[config.mk]
export PLATFORM = sky130hd
export DESIGN_NAME = vga_screen_mux_flat
export DESIGN_NICKNAME = d
export VERILOG_FILES = /design/src/rtl/vga_screen_mux_if.sv /design/src/rtl/vga_screen_mux.sv /design/src/flat_wrapper.sv
export SDC_FILE = /design/constraint.sdc
export NUM_CORES = 1
export LEC_CHECK = 0
export ABC_AREA = 1
export BUFFER_PORTS_ARGS = -buffer_cell sky130_fd_sc_hd__buf_2
export CELL_PAD_IN_SITES_DETAIL_PLACEMENT = 0
export CELL_PAD_IN_SITES_GLOBAL_PLACEMENT = 1
export CORE_ASPECT_RATIO = 0.8
export CORE_MARGIN = 2
export CORE_UTILIZATION = 27
export DETAILED_ROUTE_END_ITERATION = 10
export PLACE_DENSITY_LB_ADDON = 0.1
export SLEW_MARGIN = 0
export SYNTH_ARGS = -nofsm -noshare
export SYNTH_HDL_FRONTEND = slang
export SYNTH_SLANG_ARGS = --single-unit
[constraint.sdc]
create_clock -name clk -period 2.6 [get_ports clk]
set_clock_uncertainty 0.05 [all_clocks]
set_input_delay 0.13 -clock clk [delete_from_list [all_inputs] [get_ports clk]]
set_output_delay 0.13 -clock clk [all_outputs]
set_load 0.1 [all_outputs]
[src/rtl/vga_screen_mux_if.sv]
// Source/output bus of the N-source VGA screen selector.
// slave = the selector itself, master = the surrounding game/VGA logic.
interface vga_screen_mux_if #(
    parameter int N_SRC = 5,
    parameter int SEL_W = $clog2(N_SRC),
    parameter int RGB_W = 12,
    parameter int CNT_W = 11
);
    logic [N_SRC*CNT_W-1:0] src_hcount;
    logic [N_SRC*CNT_W-1:0] src_vcount;
    logic [N_SRC-1:0]       src_hsync;
    logic [N_SRC-1:0]       src_vsync;
    logic [N_SRC-1:0]       src_hblnk;
    logic [N_SRC-1:0]       src_vblnk;
    logic [N_SRC*RGB_W-1:0] src_rgb;
    logic [SEL_W-1:0]       sel_req;

    logic [CNT_W-1:0]       out_hcount;
    logic [CNT_W-1:0]       out_vcount;
    logic                   out_hsync;
    logic                   out_vsync;
    logic                   out_hblnk;
    logic                   out_vblnk;
    logic [RGB_W-1:0]       out_rgb;
    logic [SEL_W-1:0]       active_sel;
    logic                   switch_done;
    logic                   busy;

    modport master (
        output src_hcount, src_vcount, src_hsync, src_vsync, src_hblnk, src_vblnk, src_rgb, sel_req,
        input  out_hcount, out_vcount, out_hsync, out_vsync, out_hblnk, out_vblnk, out_rgb,
        input  active_sel, switch_done, busy
    );

    modport slave (
        input  src_hcount, src_vcount, src_hsync, src_vsync, src_hblnk, src_vblnk, src_rgb, sel_req,
        output out_hcount, out_vcount, out_hsync, out_vsync, out_hblnk, out_vblnk, out_rgb,
        output active_sel, switch_done, busy
    );
endinterface

[src/rtl/vga_screen_mux.sv]
// N-source VGA stream selector switching only on frame boundaries, with optional black frames.
// Define SCREEN_MUX_FADE_EN to fade the outgoing source during the blank frames instead of hard black.
module vga_screen_mux #(
    parameter int N_SRC        = 5,
    parameter int SEL_W        = $clog2(N_SRC),
    parameter int RGB_W        = 12,
    parameter int CNT_W        = 11,
    parameter int BLANK_FRAMES = 1,
    parameter int RESET_SEL    = 0
) (
    input  logic            clk,
    input  logic            rst,
    vga_screen_mux_if.slave bus
);
    localparam int CH_W = RGB_W / 3;
    localparam int FC_W = (BLANK_FRAMES > 2) ? $clog2(BLANK_FRAMES) : 1;
    localparam logic [FC_W-1:0]  LAST_CNT = (BLANK_FRAMES > 0) ? FC_W'(BLANK_FRAMES - 1) : '0;
    localparam logic [SEL_W:0]   SRC_LIM  = (SEL_W + 1)'(N_SRC);

    typedef enum logic [1:0] {S_STABLE, S_PENDING, S_BLANK} state_t;

    state_t           r_state, w_state_nxt;
    logic [SEL_W-1:0] r_active, w_active_nxt;
    logic [SEL_W-1:0] r_tgt, w_tgt_nxt;
    logic [FC_W-1:0]  r_cnt, w_cnt_nxt;
    logic             w_switch, w_fb, w_req_ok, w_busy;

    logic [CNT_W-1:0] w_hc_act, w_vc_act;
    logic [CNT_W-1:0] w_hc, w_vc;
    logic             w_hs, w_vs, w_hb, w_vb;
    logic [RGB_W-1:0] w_rgb, w_rgb_out;
`ifdef SCREEN_MUX_FADE_EN
    logic [FC_W:0]    w_shift;
`endif

    logic [CNT_W-1:0] r_hcount, r_vcount;
    logic             r_hsync, r_vsync, r_hblnk, r_vblnk, r_done;
    logic [RGB_W-1:0] r_rgb;

    // The frame boundary is judged on the current source; the output register
    // already follows the next source so the switch lands on the first pixel.
    always_comb begin
        w_hc_act = '0;
        w_vc_act = '0;
        w_hc     = '0;
        w_vc     = '0;
        w_hs     = 1'b0;
        w_vs     = 1'b0;
        w_hb     = 1'b0;
        w_vb     = 1'b0;
        w_rgb    = '0;
        for (int unsigned i = 0; i < N_SRC; i++) begin
            if (r_active == SEL_W'(i)) begin
                w_hc_act = bus.src_hcount[i*CNT_W +: CNT_W];
                w_vc_act = bus.src_vcount[i*CNT_W +: CNT_W];
            end
            if (w_active_nxt == SEL_W'(i)) begin
                w_hc  = bus.src_hcount[i*CNT_W +: CNT_W];
                w_vc  = bus.src_vcount[i*CNT_W +: CNT_W];
                w_hs  = bus.src_hsync[i];
                w_vs  = bus.src_vsync[i];
                w_hb  = bus.src_hblnk[i];
                w_vb  = bus.src_vblnk[i];
                w_rgb = bus.src_rgb[i*RGB_W +: RGB_W];
            end
        end
    end

    assign w_fb     = (w_hc_act == '0) && (w_vc_act == '0);
    assign w_req_ok = ({1'b0, bus.sel_req} < SRC_LIM);

    always_ff @(posedge clk or posedge rst) begin
        if (rst) begin
            r_state  <= S_STABLE;
            r_active <= SEL_W'(RESET_SEL);
            r_tgt    <= SEL_W'(RESET_SEL);
            r_cnt    <= '0;
        end else begin
            r_state  <= w_state_nxt;
            r_active <= w_active_nxt;
            r_tgt    <= w_tgt_nxt;
            r_cnt    <= w_cnt_nxt;
        end
    end

    always_comb begin
        w_state_nxt  = r_state;
        w_active_nxt = r_active;
        w_tgt_nxt    = r_tgt;
        w_cnt_nxt    = r_cnt;
        w_switch     = 1'b0;
        unique case (r_state)
            S_STABLE: begin
                if (w_req_ok && (bus.sel_req != r_active)) begin
                    w_tgt_nxt   = bus.sel_req;
                    w_state_nxt = S_PENDING;
                end
            end
            S_PENDING: begin
                // A boundary wins over a same-cycle request change.
                if (w_fb) begin
                    if (BLANK_FRAMES == 0) begin
                        w_active_nxt = r_tgt;
                        w_switch     = 1'b1;
                        w_state_nxt  = S_STABLE;
                    end else begin
                        w_cnt_nxt   = '0;
                        w_state_nxt = S_BLANK;
                    end
                end else if (bus.sel_req == r_active) begin
                    w_state_nxt = S_STABLE;
                end else if (w_req_ok) begin
                    w_tgt_nxt = bus.sel_req;
                end
            end
            S_BLANK: begin
                if (w_fb) begin
                    if (r_cnt == LAST_CNT) begin
                        w_active_nxt = r_tgt;
                        w_switch     = 1'b1;
                        w_state_nxt  = S_STABLE;
                    end else begin
                        w_cnt_nxt = r_cnt + 1'b1;
                    end
                end
            end
            default: w_state_nxt = S_STABLE;
        endcase
    end

    always_comb begin
        w_busy    = (r_state != S_STABLE);
        w_rgb_out = w_rgb;
`ifdef SCREEN_MUX_FADE_EN
        w_shift   = {1'b0, w_cnt_nxt} + 1'b1;
        if (w_state_nxt == S_BLANK) begin
            for (int unsigned c = 0; c < 3; c++) begin
                w_rgb_out[c*CH_W +: CH_W] = w_rgb[c*CH_W +: CH_W] >> w_shift;
            end
        end
`else
        if (w_state_nxt == S_BLANK) begin
            w_rgb_out = '0;
        end
`endif
    end

    always_ff @(posedge clk or posedge rst) begin
        if (rst) begin
            r_hcount <= '0;
            r_vcount <= '0;
            r_hsync  <= 1'b0;
            r_vsync  <= 1'b0;
            r_hblnk  <= 1'b0;
            r_vblnk  <= 1'b0;
            r_rgb    <= '0;
            r_done   <= 1'b0;
        end else begin
            r_hcount <= w_hc;
            r_vcount <= w_vc;
            r_hsync  <= w_hs;
            r_vsync  <= w_vs;
            r_hblnk  <= w_hb;
            r_vblnk  <= w_vb;
            r_rgb    <= w_rgb_out;
            r_done   <= w_switch;
        end
    end

    assign bus.out_hcount  = r_hcount;
    assign bus.out_vcount  = r_vcount;
    assign bus.out_hsync   = r_hsync;
    assign bus.out_vsync   = r_vsync;
    assign bus.out_hblnk   = r_hblnk;
    assign bus.out_vblnk   = r_vblnk;
    assign bus.out_rgb     = r_rgb;
    assign bus.active_sel  = r_active;
    assign bus.switch_done = r_done;
    assign bus.busy        = w_busy;
endmodule

[src/flat_wrapper.sv]
// flat-port wrapper written by rule: the top's interface ports become plain ports
module vga_screen_mux_flat 
#(
    parameter int N_SRC        = 5,
    parameter int SEL_W        = $clog2(N_SRC),
    parameter int RGB_W        = 12,
    parameter int CNT_W        = 11,
    parameter int BLANK_FRAMES = 1,
    parameter int RESET_SEL    = 0
)
  (clk, rst, bus_src_hcount, bus_src_vcount, bus_src_hsync, bus_src_vsync, bus_src_hblnk, bus_src_vblnk, bus_src_rgb, bus_sel_req, bus_out_hcount, bus_out_vcount, bus_out_hsync, bus_out_vsync, bus_out_hblnk, bus_out_vblnk, bus_out_rgb, bus_active_sel, bus_switch_done, bus_busy);
  vga_screen_mux_if #(.N_SRC(N_SRC), .SEL_W(SEL_W), .RGB_W(RGB_W), .CNT_W(CNT_W)) bus_i ();
  input  logic clk;
  input  logic rst;
  input wire logic [$bits(bus_i.src_hcount)-1:0] bus_src_hcount;
  input wire logic [$bits(bus_i.src_vcount)-1:0] bus_src_vcount;
  input wire logic [$bits(bus_i.src_hsync)-1:0] bus_src_hsync;
  input wire logic [$bits(bus_i.src_vsync)-1:0] bus_src_vsync;
  input wire logic [$bits(bus_i.src_hblnk)-1:0] bus_src_hblnk;
  input wire logic [$bits(bus_i.src_vblnk)-1:0] bus_src_vblnk;
  input wire logic [$bits(bus_i.src_rgb)-1:0] bus_src_rgb;
  input wire logic [$bits(bus_i.sel_req)-1:0] bus_sel_req;
  output wire logic [$bits(bus_i.out_hcount)-1:0] bus_out_hcount;
  output wire logic [$bits(bus_i.out_vcount)-1:0] bus_out_vcount;
  output wire logic [$bits(bus_i.out_hsync)-1:0] bus_out_hsync;
  output wire logic [$bits(bus_i.out_vsync)-1:0] bus_out_vsync;
  output wire logic [$bits(bus_i.out_hblnk)-1:0] bus_out_hblnk;
  output wire logic [$bits(bus_i.out_vblnk)-1:0] bus_out_vblnk;
  output wire logic [$bits(bus_i.out_rgb)-1:0] bus_out_rgb;
  output wire logic [$bits(bus_i.active_sel)-1:0] bus_active_sel;
  output wire logic [$bits(bus_i.switch_done)-1:0] bus_switch_done;
  output wire logic [$bits(bus_i.busy)-1:0] bus_busy;
  assign bus_i.src_hcount = bus_src_hcount;
  assign bus_i.src_vcount = bus_src_vcount;
  assign bus_i.src_hsync = bus_src_hsync;
  assign bus_i.src_vsync = bus_src_vsync;
  assign bus_i.src_hblnk = bus_src_hblnk;
  assign bus_i.src_vblnk = bus_src_vblnk;
  assign bus_i.src_rgb = bus_src_rgb;
  assign bus_i.sel_req = bus_sel_req;
  assign bus_out_hcount = bus_i.out_hcount;
  assign bus_out_vcount = bus_i.out_vcount;
  assign bus_out_hsync = bus_i.out_hsync;
  assign bus_out_vsync = bus_i.out_vsync;
  assign bus_out_hblnk = bus_i.out_hblnk;
  assign bus_out_vblnk = bus_i.out_vblnk;
  assign bus_out_rgb = bus_i.out_rgb;
  assign bus_active_sel = bus_i.active_sel;
  assign bus_switch_done = bus_i.switch_done;
  assign bus_busy = bus_i.busy;
  vga_screen_mux #(.N_SRC(N_SRC), .SEL_W(SEL_W), .RGB_W(RGB_W), .CNT_W(CNT_W), .BLANK_FRAMES(BLANK_FRAMES), .RESET_SEL(RESET_SEL)) u_core (.clk(clk), .rst(rst), .bus(bus_i));
endmodule
==> reports/metrics.yaml <==
hold_path:
  hp-class: "input port to flip-flop"
  min_path_cells: 3
sta:
  setup_viol: 0
  rsz0062_at_grt: "true"
  hold_violations: 0
  period_needed_ns: 2.438
  tns_ns: 0
  slew_violations: 0
  max_slew.worst_pin.slew_ns: 0.6815
  fin_ws_ns: 0.1616
  timing.fmax_mhz: 410.1
  hold_ws_ns: 0.004136
  fin_crit_sh_pct: 93.79
  max-slew-margin-rel_pct: 54.15
floorplanning:
  io_pins: 238
  die_h_um: 107.8
  dieWidth_um: 133.7
  start_util_pct: 27.95
  dieArea_um2: 14420
  num_rows: 37
  core_area_um2: 13010
yosys:
  syn-num-nets: 794
  ys_warn_count: 0
  async_flop_share_pct: 100.0
  yosysSeqAreaShare_pct: 32.35
  netlist_instances: 599
  syn-cell-area_um2: 3636
  synth_edf_count: 0
  netlist_top_cells_count: "nand2_1, nor2_1, inv_1, nand3_1, dfrtp_1"
  ys_top_cells_by_area: "dfrtp_1, nand2_1, nor2_1"
  ys_ff_latch: 47
  synth_top_area_share_pct: 32.35
  synth.most_common_cell: "nand2_1"
  syn_avg_cell_area_um2: 6.070
  yosysTopAreaCell: "dfrtp_1"
  ys_types: 28
  synthFlopType: "dfrtp_1"
route:
  first_iter_violations: 302
  routed_wl_mm: 16.44
  wl_per_cell_um: 15.77
  vias: 4702
  firstDrtPassIters: 5
  vias_per_cell: 4.512
  ant_nets: 0
  route.detailed.drc: 0
worst_setup_path:
  setup.worst_path.start_class: "flip-flop"
  rr_worst_depth: 18
  cp.arrival_ns: 2.60
  critPathMaxFanout: 7
  cp.required_ns: 2.76
  crit_type: "flip-flop to flip-flop"
  cp-end-kind: "flip-flop"
cells_and_area:
  nFillCells: 1392
  area_delta_synth_final_pct: 58.91
  multi_input_area_um2: 2357
  drive_above_1_share_pct: 40.48
  regArea_um2: 1180
  diodes: 0
  num-nets-final: 1061
  fin_area_um2: 5778
placed_design:
  placed_area_um2: 5189
  dpl.hpwl_mm: 13.20
  pre_cts_ws_ns: -0.06338
  place_congestion: 0.8951
  numPortBuffers: 237
global_route:
  grt_pass1_wl_mm: 23.48
  grt_max_degree: 27
  track_usage_pct: 21.23
  antenna_found_initial: 0
  grt_overflow_total: 0
  grt_pass1_vias: 4494
job:
  maxCapViolCount: 0
clocking:
  cts_tree: "built"
  cts_max_path_buffers: 2
  cts_buffers: 5
  cts.htree.levels: 2
  clk_latency_ns: 0.28
  root_buffer: "clkbuf_16"
  path_clk_slew_ns: 0.07
  clock_sinks: 47
power:
  ir_worst_vdd_mv: 0.9104
  p_per_area_nw_per_um2: 1512
  p_leak_uw: 0.003249
  power_uw: 8737
outcome:
  outcome: "finished clean"
-- cell families (layout without fill, tap and decap cells) --
logic type | Yosys count | after routing | synth area share, %
AND/OR/NAND/NOR | 434 | 437 | 51.96
buffers and inverters | 77 | 342 | 9.738
flip-flops | 47 | 47 | 32.35
XOR/XNOR | 3 | 3 | 0.7228
AO/OA/AOI/OAI | 38 | 38 | 5.230
-- power breakdown --
| group | internal [uW] | switching (uW) | total [uW] |
|---|---|---|---|
| Combinational | 1900 | 4800 | 6700 |
| Clock | 459 | 301 | 760 |
| Sequential | 1100 | 180 | 1280 |
| Total | 3450 | 5280 | 8740 |
-- cell type report --
cell class                      instances  share of cell area [%]
Timing Repair Buffer                  276                   28.19
Inverter                               58                   3.811
Multi-Input combinational cell        478                   40.80
Clock inverter                          3                  0.8229
Tap cell                              175                   3.790
Clock buffer                            5                   2.165
Sequential cell                        47                   20.42
-- path summary, 6_finish.rpt --
check | slack (ns) | start | endpoint
hold / removal | 0.004 | bus_src_vsync[3] | u_core.bus.out_vsync
max in group asynchronous | 1.56 | rst | u_core.r_tgt[0]
setup reg to reg | 0.16 | u_core.bus.active_sel[0] | u_core.bus.out_rgb[11]
hold reg to reg | 0.43 | u_core.r_state[0] | u_core.r_state[0]
setup / recovery | 0.16 | u_core.bus.active_sel[0] | u_core.bus.out_rgb[11]
min in group asynchronous | 0.39 | rst | u_core.bus.out_hsync
-- registers in the layout, summed over array words and instances, names as in the netlist --
signal,flops
u_core.bus.out_hblnk,1
u_core.bus.out_rgb,12
u_core.bus.out_vblnk,1
u_core.bus.out_vsync,1
u_core.bus.switch_done,1
u_core.r_tgt,3
u_core.r_state,2
u_core.bus.active_sel,3
u_core.bus.out_vcount,11
u_core.bus.out_hsync,1
u_core.bus.out_hcount,11
-- layout by cell type, fill, tap and decap left out, types with 5 or more instances in the layout --
master and count:
clkbuf_16 7, nor3_1 7, nand3_2 7, nor2_2 10, inv_1 52, buf_12 8
nor2_1 105, buf_4 23, o21ai_0 13, nand3_1 47, dfrtp_1 44, a21oi_1 18
nand2_8 7, o21ai_1 6, buf_2 238, nand2_4 8, inv_2 5, nand2_2 13
nand2_1 211
-- metal layers --
metal | routed length [um] | vias to the layer above | global-route usage (%)
met5 | 0 | - | 0
met4 | 187 | 0 | 3.951
met3 | 1176 | 12 | 3.955
met2 | 7204 | 206 | 33.92
met1 | 7867 | 2093 | 30.05
li1 | - | 2391 | -
-- metrics by stage --
step | instances | util [%]
2_1_floorplan | 599 | -
6_report | 1042 | 44.42
3_5_place_dp | 1019 | 39.89
4_1_cts | 1028 | 41.29
3_3_place_gp | 1019 | 39.89
5_1_grt | 1042 | 44.42
-- worst max-delay path, cell delays in order, from the launching register on --
cell and delay, ns:
dfrtp_2 0.45, nor2_2 0.11, nand2_1 0.07, nor2_2 0.15
nand3_1 0.11, nand2_1 0.09, nand3_2 0.06, nand2_2 0.08
nand2_2 0.07, nand2_4 0.13, nand2_8 0.09, nand2_1 0.11
nand2_4 0.08, nor2_4 0.13, buf_2 0.17, nand2_1 0.10
nand2_1 0.08, nand2_1 0.05, a21oi_1 0.17
-- repair_timing --
action | CTS | global route
buffers inserted | 0 | 8
hold buffers | 1 | 0
setup endpoints to repair | 0 | 38
hold endpoints to repair | 22 | 0
resized for setup | 0 | 59
(Power assumes the default switching activity.)
